`src/rtl/rr_mux_arbiter_if.sv`:
```
// Requester and consumer signal bundle for rr_mux_arbiter.
// The req_last lane exists only when RR_MUX_ARB_LOCK_EN is defined.
interface rr_mux_arbiter_if #(
  parameter int N = 4,
  parameter int W = 8
);
  localparam int IW = (N > 1) ? $clog2(N) : 1;

  logic [N-1:0]   req_valid;
  logic [N*W-1:0] req_data;
  logic [N-1:0]   req_ready;
`ifdef RR_MUX_ARB_LOCK_EN
  logic [N-1:0]   req_last;
`endif
  logic           out_valid;
  logic [W-1:0]   out_data;
  logic           out_ready;
  logic [IW-1:0]  grant_id;

`ifdef RR_MUX_ARB_LOCK_EN
  modport slave (
    input  req_valid, req_data, req_last, out_ready,
    output req_ready, out_valid, out_data, grant_id
  );
  modport master (
    output req_valid, req_data, req_last, out_ready,
    input  req_ready, out_valid, out_data, grant_id
  );
`else
  modport slave (
    input  req_valid, req_data, out_ready,
    output req_ready, out_valid, out_data, grant_id
  );
  modport master (
    output req_valid, req_data, out_ready,
    input  req_ready, out_valid, out_data, grant_id
  );
`endif
endinterface

```
`src/rtl/rr_mux_arbiter.sv`:
```
// Round-robin N:1 arbiter with a single registered output stage.
// Define RR_MUX_ARB_LOCK_EN to hold the grant for multi-beat packets (req_last).
//
// state | meaning
// EMPTY | output register holds no beat
// FULL  | output register holds a beat awaiting out_ready
module rr_mux_arbiter #(
  parameter int N = 4,
  parameter int W = 8
) (
  input logic             clk,
  input logic             rst_n,
  rr_mux_arbiter_if.slave bus
);
  localparam int IW  = (N > 1) ? $clog2(N) : 1;
  localparam int IW1 = IW + 1;
  localparam logic [IW-1:0] LAST_IDX = IW'(N - 1);

  typedef enum logic {EMPTY = 1'b0, FULL = 1'b1} state_t;

  state_t        state_q, state_d;
  logic [W-1:0]  data_q, data_d;
  logic [IW-1:0] grant_q, grant_d;
  logic [IW-1:0] ptr_q, ptr_d;

  logic          scan_found;
  logic [IW-1:0] scan_winner;
  logic [IW1-1:0] idx;
  logic          found;
  logic [IW-1:0] winner;
  logic [IW-1:0] winner_inc;
  logic          can_load;
  logic          accept;
  logic [N-1:0]  ready;

`ifdef RR_MUX_ARB_LOCK_EN
  logic          lock_q, lock_d;
  logic [IW-1:0] lock_id_q, lock_id_d;
`endif

  // Ready is gated by rst_n so no requester sees a handshake during reset.
  assign can_load   = rst_n && ((state_q == EMPTY) || bus.out_ready);
  assign accept     = can_load && found;
  assign winner_inc = (winner == LAST_IDX) ? '0 : winner + IW'(1);

  always_comb begin
    scan_found  = 1'b0;
    scan_winner = '0;
    idx         = '0;
    for (int i = 0; i < N; i++) begin
      idx = {1'b0, ptr_q} + IW1'(i);
      if (idx >= IW1'(N)) idx = idx - IW1'(N);
      if (!scan_found && bus.req_valid[idx[IW-1:0]]) begin
        scan_found  = 1'b1;
        scan_winner = idx[IW-1:0];
      end
    end
  end

  always_comb begin
    found  = scan_found;
    winner = scan_winner;
`ifdef RR_MUX_ARB_LOCK_EN
    if (lock_q) begin
      found  = bus.req_valid[lock_id_q];
      winner = lock_id_q;
    end
`endif
  end

  always_comb begin
    ready = '0;
    if (accept) ready[winner] = 1'b1;
  end

  always_comb begin
    state_d = state_q;
    data_d  = data_q;
    grant_d = grant_q;
    ptr_d   = ptr_q;
`ifdef RR_MUX_ARB_LOCK_EN
    lock_d    = lock_q;
    lock_id_d = lock_id_q;
`endif
    if (can_load) begin
      if (found) begin
        state_d = FULL;
        data_d  = bus.req_data[int'(winner) * W +: W];
        grant_d = winner;
`ifdef RR_MUX_ARB_LOCK_EN
        if (bus.req_last[winner]) begin
          lock_d = 1'b0;
          ptr_d  = winner_inc;
        end else begin
          lock_d    = 1'b1;
          lock_id_d = winner;
        end
`else
        ptr_d = winner_inc;
`endif
      end else begin
        state_d = EMPTY;
      end
    end
  end

  always_ff @(posedge clk or negedge rst_n) begin
    if (!rst_n) begin
      state_q <= EMPTY;
      data_q  <= '0;
      grant_q <= '0;
      ptr_q   <= '0;
`ifdef RR_MUX_ARB_LOCK_EN
      lock_q    <= 1'b0;
      lock_id_q <= '0;
`endif
    end else begin
      state_q <= state_d;
      data_q  <= data_d;
      grant_q <= grant_d;
      ptr_q   <= ptr_d;
`ifdef RR_MUX_ARB_LOCK_EN
      lock_q    <= lock_d;
      lock_id_q <= lock_id_d;
`endif
    end
  end

  assign bus.req_ready = ready;
  assign bus.out_valid = (state_q == FULL);
  assign bus.out_data  = data_q;
  assign bus.grant_id  = grant_q;
endmodule
```
`src/flat_wrapper.sv`:
```
// flat-port wrapper written by rule: the top's interface ports become plain ports
module rr_mux_arbiter_flat 
#(
  parameter int N = 4,
  parameter int W = 8
)
  (clk, rst_n, bus_req_valid, bus_req_data, bus_out_ready, bus_req_ready, bus_out_valid, bus_out_data, bus_grant_id);
  rr_mux_arbiter_if #(.N(N), .W(W)) bus_i ();
  input logic clk;
  input logic rst_n;
  input wire logic [$bits(bus_i.req_valid)-1:0] bus_req_valid;
  input wire logic [$bits(bus_i.req_data)-1:0] bus_req_data;
  input wire logic [$bits(bus_i.out_ready)-1:0] bus_out_ready;
  output wire logic [$bits(bus_i.req_ready)-1:0] bus_req_ready;
  output wire logic [$bits(bus_i.out_valid)-1:0] bus_out_valid;
  output wire logic [$bits(bus_i.out_data)-1:0] bus_out_data;
  output wire logic [$bits(bus_i.grant_id)-1:0] bus_grant_id;
  assign bus_i.req_valid = bus_req_valid;
  assign bus_i.req_data = bus_req_data;
  assign bus_i.out_ready = bus_out_ready;
  assign bus_req_ready = bus_i.req_ready;
  assign bus_out_valid = bus_i.out_valid;
  assign bus_out_data = bus_i.out_data;
  assign bus_grant_id = bus_i.grant_id;
  rr_mux_arbiter #(.N(N), .W(W)) u_core (.clk(clk), .rst_n(rst_n), .bus(bus_i));
endmodule
```
`config.mk`:
```
export PLATFORM = sky130hd
export DESIGN_NAME = rr_mux_arbiter_flat
export DESIGN_NICKNAME = d
export VERILOG_FILES = /design/src/rtl/rr_mux_arbiter_if.sv /design/src/rtl/rr_mux_arbiter.sv /design/src/flat_wrapper.sv
export SDC_FILE = /design/constraint.sdc
export NUM_CORES = 1
export LEC_CHECK = 0
export ABC_AREA = 1
export BUFFER_PORTS_ARGS = -buffer_cell sky130_fd_sc_hd__clkbuf_2
export CORE_MARGIN = 8
export CORE_UTILIZATION = 46
export CTS_CLUSTER_SIZE = 8
export DETAILED_ROUTE_END_ITERATION = 16
export PLACE_DENSITY = 0.84
export SYNTH_ARGS = -nofsm -noshare
export SYNTH_HDL_FRONTEND = slang
export SYNTH_SLANG_ARGS = --single-unit
```
`constraint.sdc`:
```
create_clock -name clk -period 2.24 [get_ports clk]
set_input_delay 0.112 -clock clk [delete_from_list [all_inputs] [get_ports clk]]
set_output_delay 0.112 -clock clk [all_outputs]
set_load 0.02 [all_outputs]
```
==> results.toml <==
[logic_synthesis]
synth_seq_cells = 13
synthAdderAreaFrac = 0.0110
syn_inst = 181
synth_nets = 221
synth_area_per_cell_um2 = 6.27
synth_top_family_by_area = "simple AND/OR/NAND/NOR gates"
mappedNetlistArea_mm2 = 0.00113
synthXorXnorAreaFrac = 0
ys_seq_area_frac = 0.287
yosys.area_share.simple = 0.479
ys_types = 22
synth.mux.area_fraction = 0
synth_compound_area_frac = 0.0728
yosys_warnings = 0

[layout]
drive_gt1_frac = 0.420
nets = 286
layout_commonest_cell = "nand2_1"
diodes = 0
syn_to_final_growth_pct = 42.6
layout_common_cells = "nand2_1, clkbuf_2, inv_1"

[clock_tree]
cts.sinks = 13
cts_tree = "yes"
numCtsBuffers = 3
cts_buffer_depth = 2
clk_latency_ns = 0.28
clkTransAtPathRegs_ns = 0.08
root_buffer = "clkbuf_4"
htree_levels = 1

[power_and_ir_drop]
p_leak_nw = 0.965
power.density_mw_per_mm2 = 1710
intPower_mw = 1.27
max-vdd-ir-drop_mv = 1.18
switching_share = 0.540
p_clk_frac = 0.052
pwr-share-comb = 0.785
power_frac_seq = 0.163
power_switching_mw = 1.49

[place]
hpwlAfterDp_um = 2440
post-place-ws_ns = 0.206
place.gp.congestion = 0.878
port_buffers = 53

[die]
initial_utilization = 0.471
core_mm2 = 0.00241
die_area_mm2 = 0.00431
die_h_um = 65.7
io_pins = 54
die_x_um = 65.7
rows = 18

[route]
vias = 1327
wl_met1_um = 1370
wl_met3_um = 271
wirelength_um = 3190
ant_nets = 0
drc = 0
drt_iter0_markers = 39
dr.pass1.iters = 6
routedWlPerCell_um = 11.6
avgViaCountPerCell = 4.83
dr.max_layer_used = "met4"
met2RoutedLength_um = 1530

[timing]
hold_violations = 0
relSlewSlack = 0.781
tightest_slew_ns = 0.329
worst_slack_ns = 0.0858
fin_crit_sh = 0.962
final.setup_skew_ns = 0.00583
setup_viol = 0
fin_crit_ns = 2.15
tns_ns = 0
maxSlewViolCount = 0
timing.fmax_ghz = 0.464
rsz0062_at_grt = "yes"

[global_route]
track_usage = 0.147
grt-ovfl-total = 0
antenna_found_initial = 0
grt_pass1_wl_um = 5170
grt_pass1_vias = 1241
grt_max_degree = 22

[worst_setup_path]
worstPathArrival_ns = 2.04
worstPathRequired_ns = 2.13
crit_type = "flop to output pin"
critical_path.slowest_cell = "dfrtp_2"
start_kind = "flop"
crit_path_cell_trace = "buf_6, nand2_1, nand2_1, nand2_1, nand2_2, nor2_4, nand3_4, nand3_4, inv_4, ha_2, inv_1, nor2_1, buf_4"
cpPeakStageDelay_ns = 0.46
cpMostUsedCell = "nand2_1"
critPathCaptureType = "output pin"
cp_max_fo = 5

[flow_run]
max-cap-violations = 0

[hold_path]
hp-class = "primary input to flop"

[run_status]
status = "finished clean"
path summary, 6_finish.rpt:
path | start | to | slack (ns) | cells after the start
max | u_core.ptr_q[0]$_DFFE_PN0P_ | bus_req_ready[3] | 0.09 | 13
min | bus_req_data[11] | u_core.bus.out_data[3]$_DFFE_PN0P_ | 0.08 | 3
max reg2reg | u_core.ptr_q[0]$_DFFE_PN0P_ | u_core.bus.out_data[0]$_DFFE_PN0P_ | 0.12 | 12
min reg2reg | u_core.bus.out_data[4]$_DFFE_PN0P_ | u_core.bus.out_data[4]$_DFFE_PN0P_ | 0.49 | 2
max in group asynchronous | rst_n | u_core.ptr_q[0]$_DFFE_PN0P_ | 1.72 | 2
min in group asynchronous | rst_n | u_core.bus.out_data[7]$_DFFE_PN0P_ | 0.25 | 2
power groups by stage:
stage               clock [mW]  sequential (mW)  combinational (mW)
global route             0.162            0.467                2.41
detailed placement           0            0.432                1.77
floorplan                    0            0.544                1.31
global placement             0            0.433                1.75
CTS                      0.148            0.434                1.78
finish                   0.144            0.451                2.17
state kept, by name, summed over array words and instances, names as in the netlist:
| signal | flops |
|---|---|
| u_core.bus.out_data | 8 |
| u_core.ptr_q | 2 |
| u_core.bus.grant_id | 2 |
| u_core.bus.out_valid | 1 |
repair_timing:
action,in CTS,in global routing
resized for setup,1,36
setup buffers,0,7
hold endpoints to repair,13,0
gates cloned,0,1
setup endpoints to repair,4,4
hold buffers,1,0
pin swaps,0,9
stage by stage:
stage                     hold WS, ns  power, mW  area (um^2)   util  cells
after global routing           0.0850       3.03         1620  0.671    275
after floorplan                -0.184       1.85         1130      -    181
after detailed placement       0.0264       2.21         1420  0.589    262
final                          0.0836       2.76         1620  0.671    275
after CTS                      0.0829       2.37         1460  0.604    267
after global placement         0.0237       2.18         1420  0.589    262
cells in the mapped netlist, drive strengths merged:
| cell | number | area (um^2) |
|---|---|---|
| or2 | 7 | 43.8 |
| nand2 | 70 | 268 |
| nor2 | 10 | 63.8 |
| a21boi | 1 | 7.51 |
| ha | 1 | 12.5 |
| inv | 33 | 124 |
| o21ai | 3 | 15.0 |
| buf | 6 | 47.5 |
| o21a | 1 | 7.51 |
| o211ai | 7 | 52.6 |
| nand3 | 29 | 168 |
| dfrtp | 13 | 325 |
layer usage:
| layer | global-route usage | vias up |
|---|---|---|
| met2 | 0.246 | 58 |
| met1 | 0.170 | 579 |
| met3 | 0.0527 | 4 |
| met5 | 0 | - |
| li1 | - | 686 |
| met4 | 0.0409 | 0 |
critical path, delay by kind of cell, from the launching register on:
kind	cells	cell delay (ns)
and+or+nand+nor	8	0.74
DFF	1	0.46
buffers and inverters	4	0.40
adders and majority gates	1	0.17
layout make-up:
type,instances,area (um^2)
Clock buffer,4,26.3
Fill cell,194,792
Sequential cell,13,328
Inverter,33,134
Tap cell,30,37.5
Timing Repair Buffer,66,384
Multi-Input combinational cell,129,708
kinds of logic after synthesis:
group,count (synthesis)
and+or+nand+nor,116
adders and majority gates,1
DFF,13
buffers and inverters,39
AOI/OAI and AO/OA,12
No activity file was read; power rests on OpenSTA's default activity.
